$ cat config.mk
export PLATFORM = sky130hd
export DESIGN_NAME = pb_press_detect
export DESIGN_NICKNAME = d
export VERILOG_FILES = /design/src/rtl/pb_press_detect.sv
export SDC_FILE = /design/constraint.sdc
export NUM_CORES = 1
export LEC_CHECK = 0
export ABC_CLOCK_PERIOD_IN_PS = 3870
export CORE_MARGIN = 3
export CORE_UTILIZATION = 60
export CTS_CLUSTER_DIAMETER = 80
export DETAILED_ROUTE_END_ITERATION = 6
export GPL_TIMING_DRIVEN = 0
export PLACE_DENSITY_LB_ADDON = 0.1
export SLEW_MARGIN = 0
export SYNTH_ARGS = -nofsm -noshare
export SYNTH_HDL_FRONTEND = slang
export SYNTH_SLANG_ARGS = --single-unit
$ cat constraint.sdc
create_clock -name clk -period 3.87 [get_ports clk]
set_clock_uncertainty 0.05 [all_clocks]
set_input_delay 0.5805 -clock clk [delete_from_list [all_inputs] [get_ports clk]]
set_output_delay 0.5805 -clock clk [all_outputs]
set_load 0.02 [all_outputs]
$ cat src/rtl/pb_press_detect.sv
// Debounced push-button event generator for an active-low pad input: press/release
// pulses, a held level, a one-shot long-press pulse and auto-repeat pulses.
module pb_press_detect #(
  parameter int unsigned DEBOUNCE_CYC = 65536,
  parameter int unsigned LONG_CYC     = 25000000,
  parameter int unsigned REPEAT_CYC   = 5000000
) (
  input  logic clk,
  input  logic rst_n,
  input  logic pb_i,
  output logic pressed_o,
  output logic released_o,
  output logic held_o,
  output logic long_press_o,
  output logic repeat_o
);

  localparam int unsigned HOLD_MAX = (LONG_CYC > REPEAT_CYC) ? LONG_CYC : REPEAT_CYC;
  localparam int DB_W   = $clog2(DEBOUNCE_CYC + 1);
  localparam int HOLD_W = $clog2(HOLD_MAX + 1);

  localparam logic [DB_W-1:0]   DB_SAT    = DB_W'(DEBOUNCE_CYC);
  localparam logic [DB_W-1:0]   DB_LAST   = DB_W'(DEBOUNCE_CYC - 1);
  localparam logic [DB_W-1:0]   DB_ONE    = DB_W'(1);
  localparam logic [HOLD_W-1:0] HOLD_SAT  = HOLD_W'(HOLD_MAX);
  localparam logic [HOLD_W-1:0] LONG_LAST = HOLD_W'(LONG_CYC - 1);
  localparam logic [HOLD_W-1:0] REP_LAST  = HOLD_W'(REPEAT_CYC - 1);
  localparam bit                DB_SINGLE = (DEBOUNCE_CYC == 1);

  typedef enum logic [2:0] {
    ST_IDLE,
    ST_PRESS_DB,
    ST_HELD,
    ST_REPEAT,
    ST_RELEASE_DB
  } state_e;

  logic              sync1_q, pb_s_q;
  state_e            state_q, state_d;
  logic [DB_W-1:0]   db_cnt_q, db_cnt_d;
  logic [HOLD_W-1:0] hold_cnt_q, hold_cnt_d;
  logic              long_flag_q, long_flag_d;
  logic              pressed_q, pressed_d;
  logic              released_q, released_d;
  logic              held_q, held_d;
  logic              long_q, long_d;
  logic              repeat_q, repeat_d;

  logic [DB_W-1:0]   db_inc;
  logic [HOLD_W-1:0] hold_inc;
  logic              db_done, long_hit, rep_hit;

  // Counters saturate; "done" means the current sample is the last one needed.
  assign db_inc   = (db_cnt_q == DB_SAT) ? db_cnt_q : db_cnt_q + DB_ONE;
  assign hold_inc = (hold_cnt_q == HOLD_SAT) ? hold_cnt_q : hold_cnt_q + HOLD_W'(1);
  assign db_done  = (db_cnt_q >= DB_LAST);
  assign long_hit = (hold_cnt_q >= LONG_LAST);
  assign rep_hit  = (hold_cnt_q >= REP_LAST);

  // NOTE: every variable gets a default before the case so no path leaves it unassigned (no latches).
  always_comb begin
    state_d     = state_q;
    db_cnt_d    = db_cnt_q;
    hold_cnt_d  = hold_cnt_q;
    long_flag_d = long_flag_q;
    pressed_d   = 1'b0;
    released_d  = 1'b0;
    long_d      = 1'b0;
    repeat_d    = 1'b0;

    case (state_q)
      ST_IDLE: begin
        if (!pb_s_q) begin
          if (DB_SINGLE) begin
            state_d     = ST_HELD;
            pressed_d   = 1'b1;
            hold_cnt_d  = '0;
            long_flag_d = 1'b0;
          end else begin
            state_d  = ST_PRESS_DB;
            db_cnt_d = DB_ONE;
          end
        end
      end

      ST_PRESS_DB: begin
        if (pb_s_q) begin
          state_d  = ST_IDLE;
          db_cnt_d = '0;
        end else if (db_done) begin
          state_d     = ST_HELD;
          pressed_d   = 1'b1;
          db_cnt_d    = '0;
          hold_cnt_d  = '0;
          long_flag_d = 1'b0;
        end else begin
          db_cnt_d = db_inc;
        end
      end

      ST_HELD, ST_REPEAT: begin
        hold_cnt_d = hold_inc;
        if (pb_s_q) begin
          // Remember where to resume if the release turns out to be bounce.
          long_flag_d = (state_q == ST_REPEAT);
          if (DB_SINGLE) begin
            state_d    = ST_IDLE;
            released_d = 1'b1;
          end else begin
            state_d  = ST_RELEASE_DB;
            db_cnt_d = DB_ONE;
          end
        end else if (state_q == ST_HELD && long_hit) begin
          long_d     = 1'b1;
          state_d    = ST_REPEAT;
          hold_cnt_d = '0;
        end else if (state_q == ST_REPEAT && rep_hit) begin
          repeat_d   = 1'b1;
          hold_cnt_d = '0;
        end
      end

      ST_RELEASE_DB: begin
        if (!pb_s_q) begin
          state_d  = long_flag_q ? ST_REPEAT : ST_HELD;
          db_cnt_d = '0;
        end else if (db_done) begin
          state_d    = ST_IDLE;
          released_d = 1'b1;
          db_cnt_d   = '0;
        end else begin
          db_cnt_d = db_inc;
        end
      end

      default: state_d = ST_IDLE;
    endcase

    held_d = (state_d == ST_HELD) || (state_d == ST_REPEAT) || (state_d == ST_RELEASE_DB);
  end

  // NOTE: sequential state uses non-blocking assignments so every flop samples pre-edge values.
  always_ff @(posedge clk or negedge rst_n) begin
    if (!rst_n) begin
      sync1_q     <= 1'b1;
      pb_s_q      <= 1'b1;
      state_q     <= ST_IDLE;
      db_cnt_q    <= '0;
      hold_cnt_q  <= '0;
      long_flag_q <= 1'b0;
      pressed_q   <= 1'b0;
      released_q  <= 1'b0;
      held_q      <= 1'b0;
      long_q      <= 1'b0;
      repeat_q    <= 1'b0;
    end else begin
      sync1_q     <= pb_i;
      pb_s_q      <= sync1_q;
      state_q     <= state_d;
      db_cnt_q    <= db_cnt_d;
      hold_cnt_q  <= hold_cnt_d;
      long_flag_q <= long_flag_d;
      pressed_q   <= pressed_d;
      released_q  <= released_d;
      held_q      <= held_d;
      long_q      <= long_d;
      repeat_q    <= repeat_d;
    end
  end

  assign pressed_o    = pressed_q;
  assign released_o   = released_q;
  assign held_o       = held_q;
  assign long_press_o = long_q;
  assign repeat_o     = repeat_q;

endmodule

# Word-level counts from Yosys, hierarchy flattened
# Cells that the tools add are included.
# totals
register_bits	53
wordCells	79
# classes
add_sub_neg	2
n_lt_le_gt_ge	3
eq_ne	13
n_mux	39
n_reduce_logical	11
# op_table
operator	n
$mux 25	6
$mux 17	6
$pmux 17 s4	1
$pmux 25 s2	1
$add 25x1->25 const B	1
$eq 25x25->1 const B	1
$ge 25x23->1 const B	1
$ge 25x25->1 const B	1
$mux 3	7
$add 17x1->17 const B	1
$eq 17x17->1 const B	1
$ge 17x16->1 const B	1
$mux 1	16
$eq 3x2->1 const B	4
$pmux 3 s4	1
$ne 2x2->1 const B	4
$eq 3x3->1 const B	2
$reduce_and 3->1	2
$reduce_and 4->1	1
$reduce_bool 4->1	1
$eq 3x1->1 const B	1
$logic_not 3->1	1
$logic_and 1x1->1	2
$logic_or 1x1->1	2
other kinds (3)	3

# Depth between registers and ports, before layout
# depth
word_depth	8
ltp_mapped	12
depth_no_buf	11

# Worst setup path before layout
# Ideal clock, no wire load.
# synth_path
kind	register to register
from	register db_cnt_q[0]
to	register hold_cnt_q[14]
setup_time_ns	0.074
arrival_time_ns	2.461
setup_slack_ns	1.285
path_stages_with_launch	13
path_buffers	1
period_less_slack_ns	2.585
cell_sequence	dfrtp_1 -> ha_1 -> and3_1 -> and4_1 -> nand3_1 -> nor2_1 -> ha_1 -> nor2_1 -> o21ai_1 -> o21ai_1 -> clkbuf_1 -> nand2_1 -> o21ai_2
# synth_between
elab_chain_cells	3
# synth_rtl
item	line	text
start: declaration	40	logic [DB_W-1:0] db_cnt_q, db_cnt_d;
start signal: assignment	160	db_cnt_q <= db_cnt_d;
$ge 17x16->1	56	assign db_done = (db_cnt_q >= DB_LAST);
$ne 2x2->1 (no source line)	-	
$reduce_and 3->1 (no source line)	-	
end signal: assignment	161	hold_cnt_q <= hold_cnt_d;
end: declaration	41	logic [HOLD_W-1:0] hold_cnt_q, hold_cnt_d;
# Every way passes these cells.
# A chain may end at the register's enable or synchronous reset.

# Final worst setup path
# layout_path
from	register db_cnt_q[0]
to	register hold_cnt_q[11]
# The elaborated chain is that of the path after synthesis.

==> results.yml <==
sta:
  setup_total_negative_slack_ps: 0
  period_share_pct: 85.20
  clock.fmax_ghz: 0.3033
  worstMarginPinSlew_ps: 785.7
  slew_viol_final: 0
  slew_headroom_pct: 47.27
  period_needed_ps: 3297
  grt_setup_unrepaired: "false"
  fin_ws_ps: 572.9
  timing_hold_violations_final: 0
  final_setup_violation_count: 0
detailed_routing:
  drt.antenna.violating_nets: 0
  avgRoutedWirePerCell_um: 16.00
  topRoutingLayerUsed: "met4"
  met2WireLength_mm: 3.189
  drt_iter0_drc: 225
  detail_route.first_pass.iterations: 5
  drcViolationCount: 0
  vias_per_cell: 6.381
  via_count: 2884
  wl_mm: 7.233
  wl_met3_um: 408
  wirelength_met1_mm: 3.526
floorplanning:
  io_pins: 8
  die_h_um: 79.62
  floorplan.die_area_sq_um: 6339
  std_cell_rows: 26
  floorplan.die.width_um: 79.62
  initial_utilization_pct: 62.87
  area_inside_the_core_boundary_sq_um: 5172
cells_and_area:
  layout_common_cells: "51 x sky130_fd_sc_hd__dfrtp_1, 44 x sky130_fd_sc_hd__nand2_1, 37 x sky130_fd_sc_hd__nor2_1, 16 x sky130_fd_sc_hd__nand3_1, 14 x sky130_fd_sc_hd__a21oi_1"
  post-route-cell-area_sq_um: 3540
  finish.net_count: 389
  layout.cells.most_common: "sky130_fd_sc_hd__dfrtp_1"
  post_layout_nonfiller_instances: 452
  drive_above_1_share_pct: 9.686
  n_antenna_cell: 0
  fill_cells: 403
  area.growth.synth_to_final_pct: 8.849
yosys:
  yosysTopAreaCell: "sky130_fd_sc_hd__dfrtp_1"
  netlist_instances: 366
  synth_edf_count: 0
  avg_cell_area_syn_sq_um: 8.885
  ys.warnings.count: 0
  synth-seq-area-share_pct: 40.86
  syn_area_sq_um: 3252
  synthArstFlopShare_pct: 100.0
  synth_ff_type: "sky130_fd_sc_hd__dfrtp_1"
  post-synth-top-area-fraction_pct: 39.25
  syn_nets: 374
  synth.distinct_cells: 58
  synth_seq_cells: 53
  synth.area.top_cells: "sky130_fd_sc_hd__dfrtp_1 39%, sky130_fd_sc_hd__nand2_1 5.1%, sky130_fd_sc_hd__nor2_1 4.3%"
global_routing:
  gr-usage-all-layers_pct: 25.07
  grt_first_pass_wirelength_mm: 12.70
  globalRoute.totalOverflow: 0
  maximum_number_of_pins_on_one_net_before_global_route_repair: 33
  initial_antenna_violation_count: 0
  grt_pass1_vias: 2681
place:
  postPlaceCellArea_sq_um: 3425
  port_buffers: 7
  post-dp-hpwl_mm: 5.171
  placed_cells: 444
  pre_cts_ws_ps: 640.0
  routability_congestion_estimate: 0.9243
clock_network:
  clock_insertion_delay_worst_skew_ps: 320
  post_cts_hold_buffer_count: 0
  postCtsSetupRepairBufs: 0
  path_clk_slew_ps: 110
  root_buffer: "sky130_fd_sc_hd__clkbuf_8"
  htreeDepth: 2
  post_cts_resized: 0
  cts_num_sinks: 53
  tritoncts_clock_tree: "done"
  tritoncts.num_buffers: 5
  max-clock-path-buffers: 2
setup_path:
  critPathRequiredTime_ps: 4070
  crit_path_max_fanout: 10
  start_to_end_type_of_the_worst_setup_path: "flip-flop to flip-flop"
  worst-endpoint-arrival_ps: 3500
  critPathCaptureType: "flip-flop"
  cp-start-kind: "flip-flop"
job:
  timing.max_cap.violations: 0
run_status:
  run_status: "finished clean"
hold_path:
  hold_class: "input pin to async pin"
power:
  power.static_leakage_nw: 1.430
  irDropWorstVdd_v: 0.0001693
  cell_area_power_density_nw_per_um2: 283.3
  p_total_mw: 1.003
-- report_power, final --
part / internal, mW / switching (mW) / total [mW]
sequential: 0.559 / 0.00587 / 0.565
clock: 0.194 / 0.198 / 0.392
combinational: 0.0150 / 0.0310 / 0.0460
-- synth_stat cells, types with 5 or more instances --
cell	count
sky130_fd_sc_hd__nor4b_1	7
sky130_fd_sc_hd__xnor2_1	8
sky130_fd_sc_hd__and4_1	5
sky130_fd_sc_hd__inv_1	10
sky130_fd_sc_hd__o31ai_1	10
sky130_fd_sc_hd__clkbuf_1	12
sky130_fd_sc_hd__and3_1	9
sky130_fd_sc_hd__nor4_1	6
sky130_fd_sc_hd__nand2b_1	5
sky130_fd_sc_hd__ha_1	5
sky130_fd_sc_hd__nor3_1	5
sky130_fd_sc_hd__dfrtp_1	51
sky130_fd_sc_hd__a21oi_1	14
sky130_fd_sc_hd__or3_1	5
sky130_fd_sc_hd__xor2_1	8
sky130_fd_sc_hd__and2_1	8
sky130_fd_sc_hd__nand3_1	16
sky130_fd_sc_hd__nor2b_1	7
sky130_fd_sc_hd__o21ai_0	11
sky130_fd_sc_hd__nand4_1	13
sky130_fd_sc_hd__nand2_1	44
sky130_fd_sc_hd__nor2_1	37
sky130_fd_sc_hd__o21ai_2	10
-- worst paths after layout --
check | start | endpoint | slack (ps) | cells after the start
min in group clk | sync1_q$_DFF_PN1_ | pb_s_q$_DFF_PN1_ | 310 | 0
hold / removal | rst_n | pressed_o$_DFF_PN0_ | 170 | 1
setup / recovery | db_cnt_q[0]$_DFFE_PN0P_ | hold_cnt_q[11]$_DFFE_PN0P_ | 570 | 12
max in group asynchronous | rst_n | sync1_q$_DFF_PN1_ | 2990 | 2
setup reg to reg | db_cnt_q[0]$_DFFE_PN0P_ | hold_cnt_q[11]$_DFFE_PN0P_ | 570 | 12
hold reg to reg | sync1_q$_DFF_PN1_ | pb_s_q$_DFF_PN1_ | 310 | 0
-- flip-flops by register name (all words and copies together) (netlist names) --
name / count
db_cnt_q: 17
held_o: 1
hold_cnt_q: 25
long_flag_q: 1
long_press_o: 1
pb_s_q: 1
pressed_o: 1
released_o: 1
repeat_o: 1
state_q: 3
sync1_q: 1
-- worst max-delay path, cell delays in order (launching register included) --
cell and delay, ps:
sky130_fd_sc_hd__dfrtp_1 460, sky130_fd_sc_hd__ha_1 280, sky130_fd_sc_hd__and3_1 210, sky130_fd_sc_hd__and4_1 220, sky130_fd_sc_hd__nand3_1 140, sky130_fd_sc_hd__nor2_1 60
sky130_fd_sc_hd__ha_1 170, sky130_fd_sc_hd__nor2_1 110, sky130_fd_sc_hd__o21ai_1 190, sky130_fd_sc_hd__o21ai_1 680, sky130_fd_sc_hd__clkbuf_1 450, sky130_fd_sc_hd__nand2_1 130
sky130_fd_sc_hd__o21ai_2 70
-- routing by layer --
metal | vias up | global-route usage (%)
li1 | 1374 | -
met1 | 1379 | 36.81
met2 | 118 | 37.98
met3 | 13 | 3.950
met4 | 0 | 7.732
met5 | - | 0
-- stage by stage --
step,hold WS (ps),util [%]
after global placement,296.4,65.92
final,173.2,68.43
after CTS,194.4,68.43
after detailed placement,297.5,66.21
after floorplan,234.9,-
after global routing,198.7,68.43
-- area by class of cell --
class | count | area (sq um) | area share, %
multi-input combinational | 285 | 1792 | 50.62
clock buffer | 5 | 68.82 | 1.944
timing repair buffer | 8 | 85.08 | 2.404
buffer | 18 | 93.84 | 2.651
inverter | 10 | 37.54 | 1.060
sequential | 53 | 1329 | 37.54
tap | 70 | 87.58 | 2.474
clock inverter | 3 | 46.29 | 1.308
-- cells by family after synthesis --
kind of cell,Yosys count,share of synthesized area (%)
AOI/OAI and AO/OA,83,19.01
xor gates and xnor gates,16,4.310
adders and majority gates,5,1.924
buffers and inverters,28,4.040
DFF,53,40.86
muxes,1,0.3078
and+or+nand+nor,180,29.55
(Power assumes the default switching activity.)
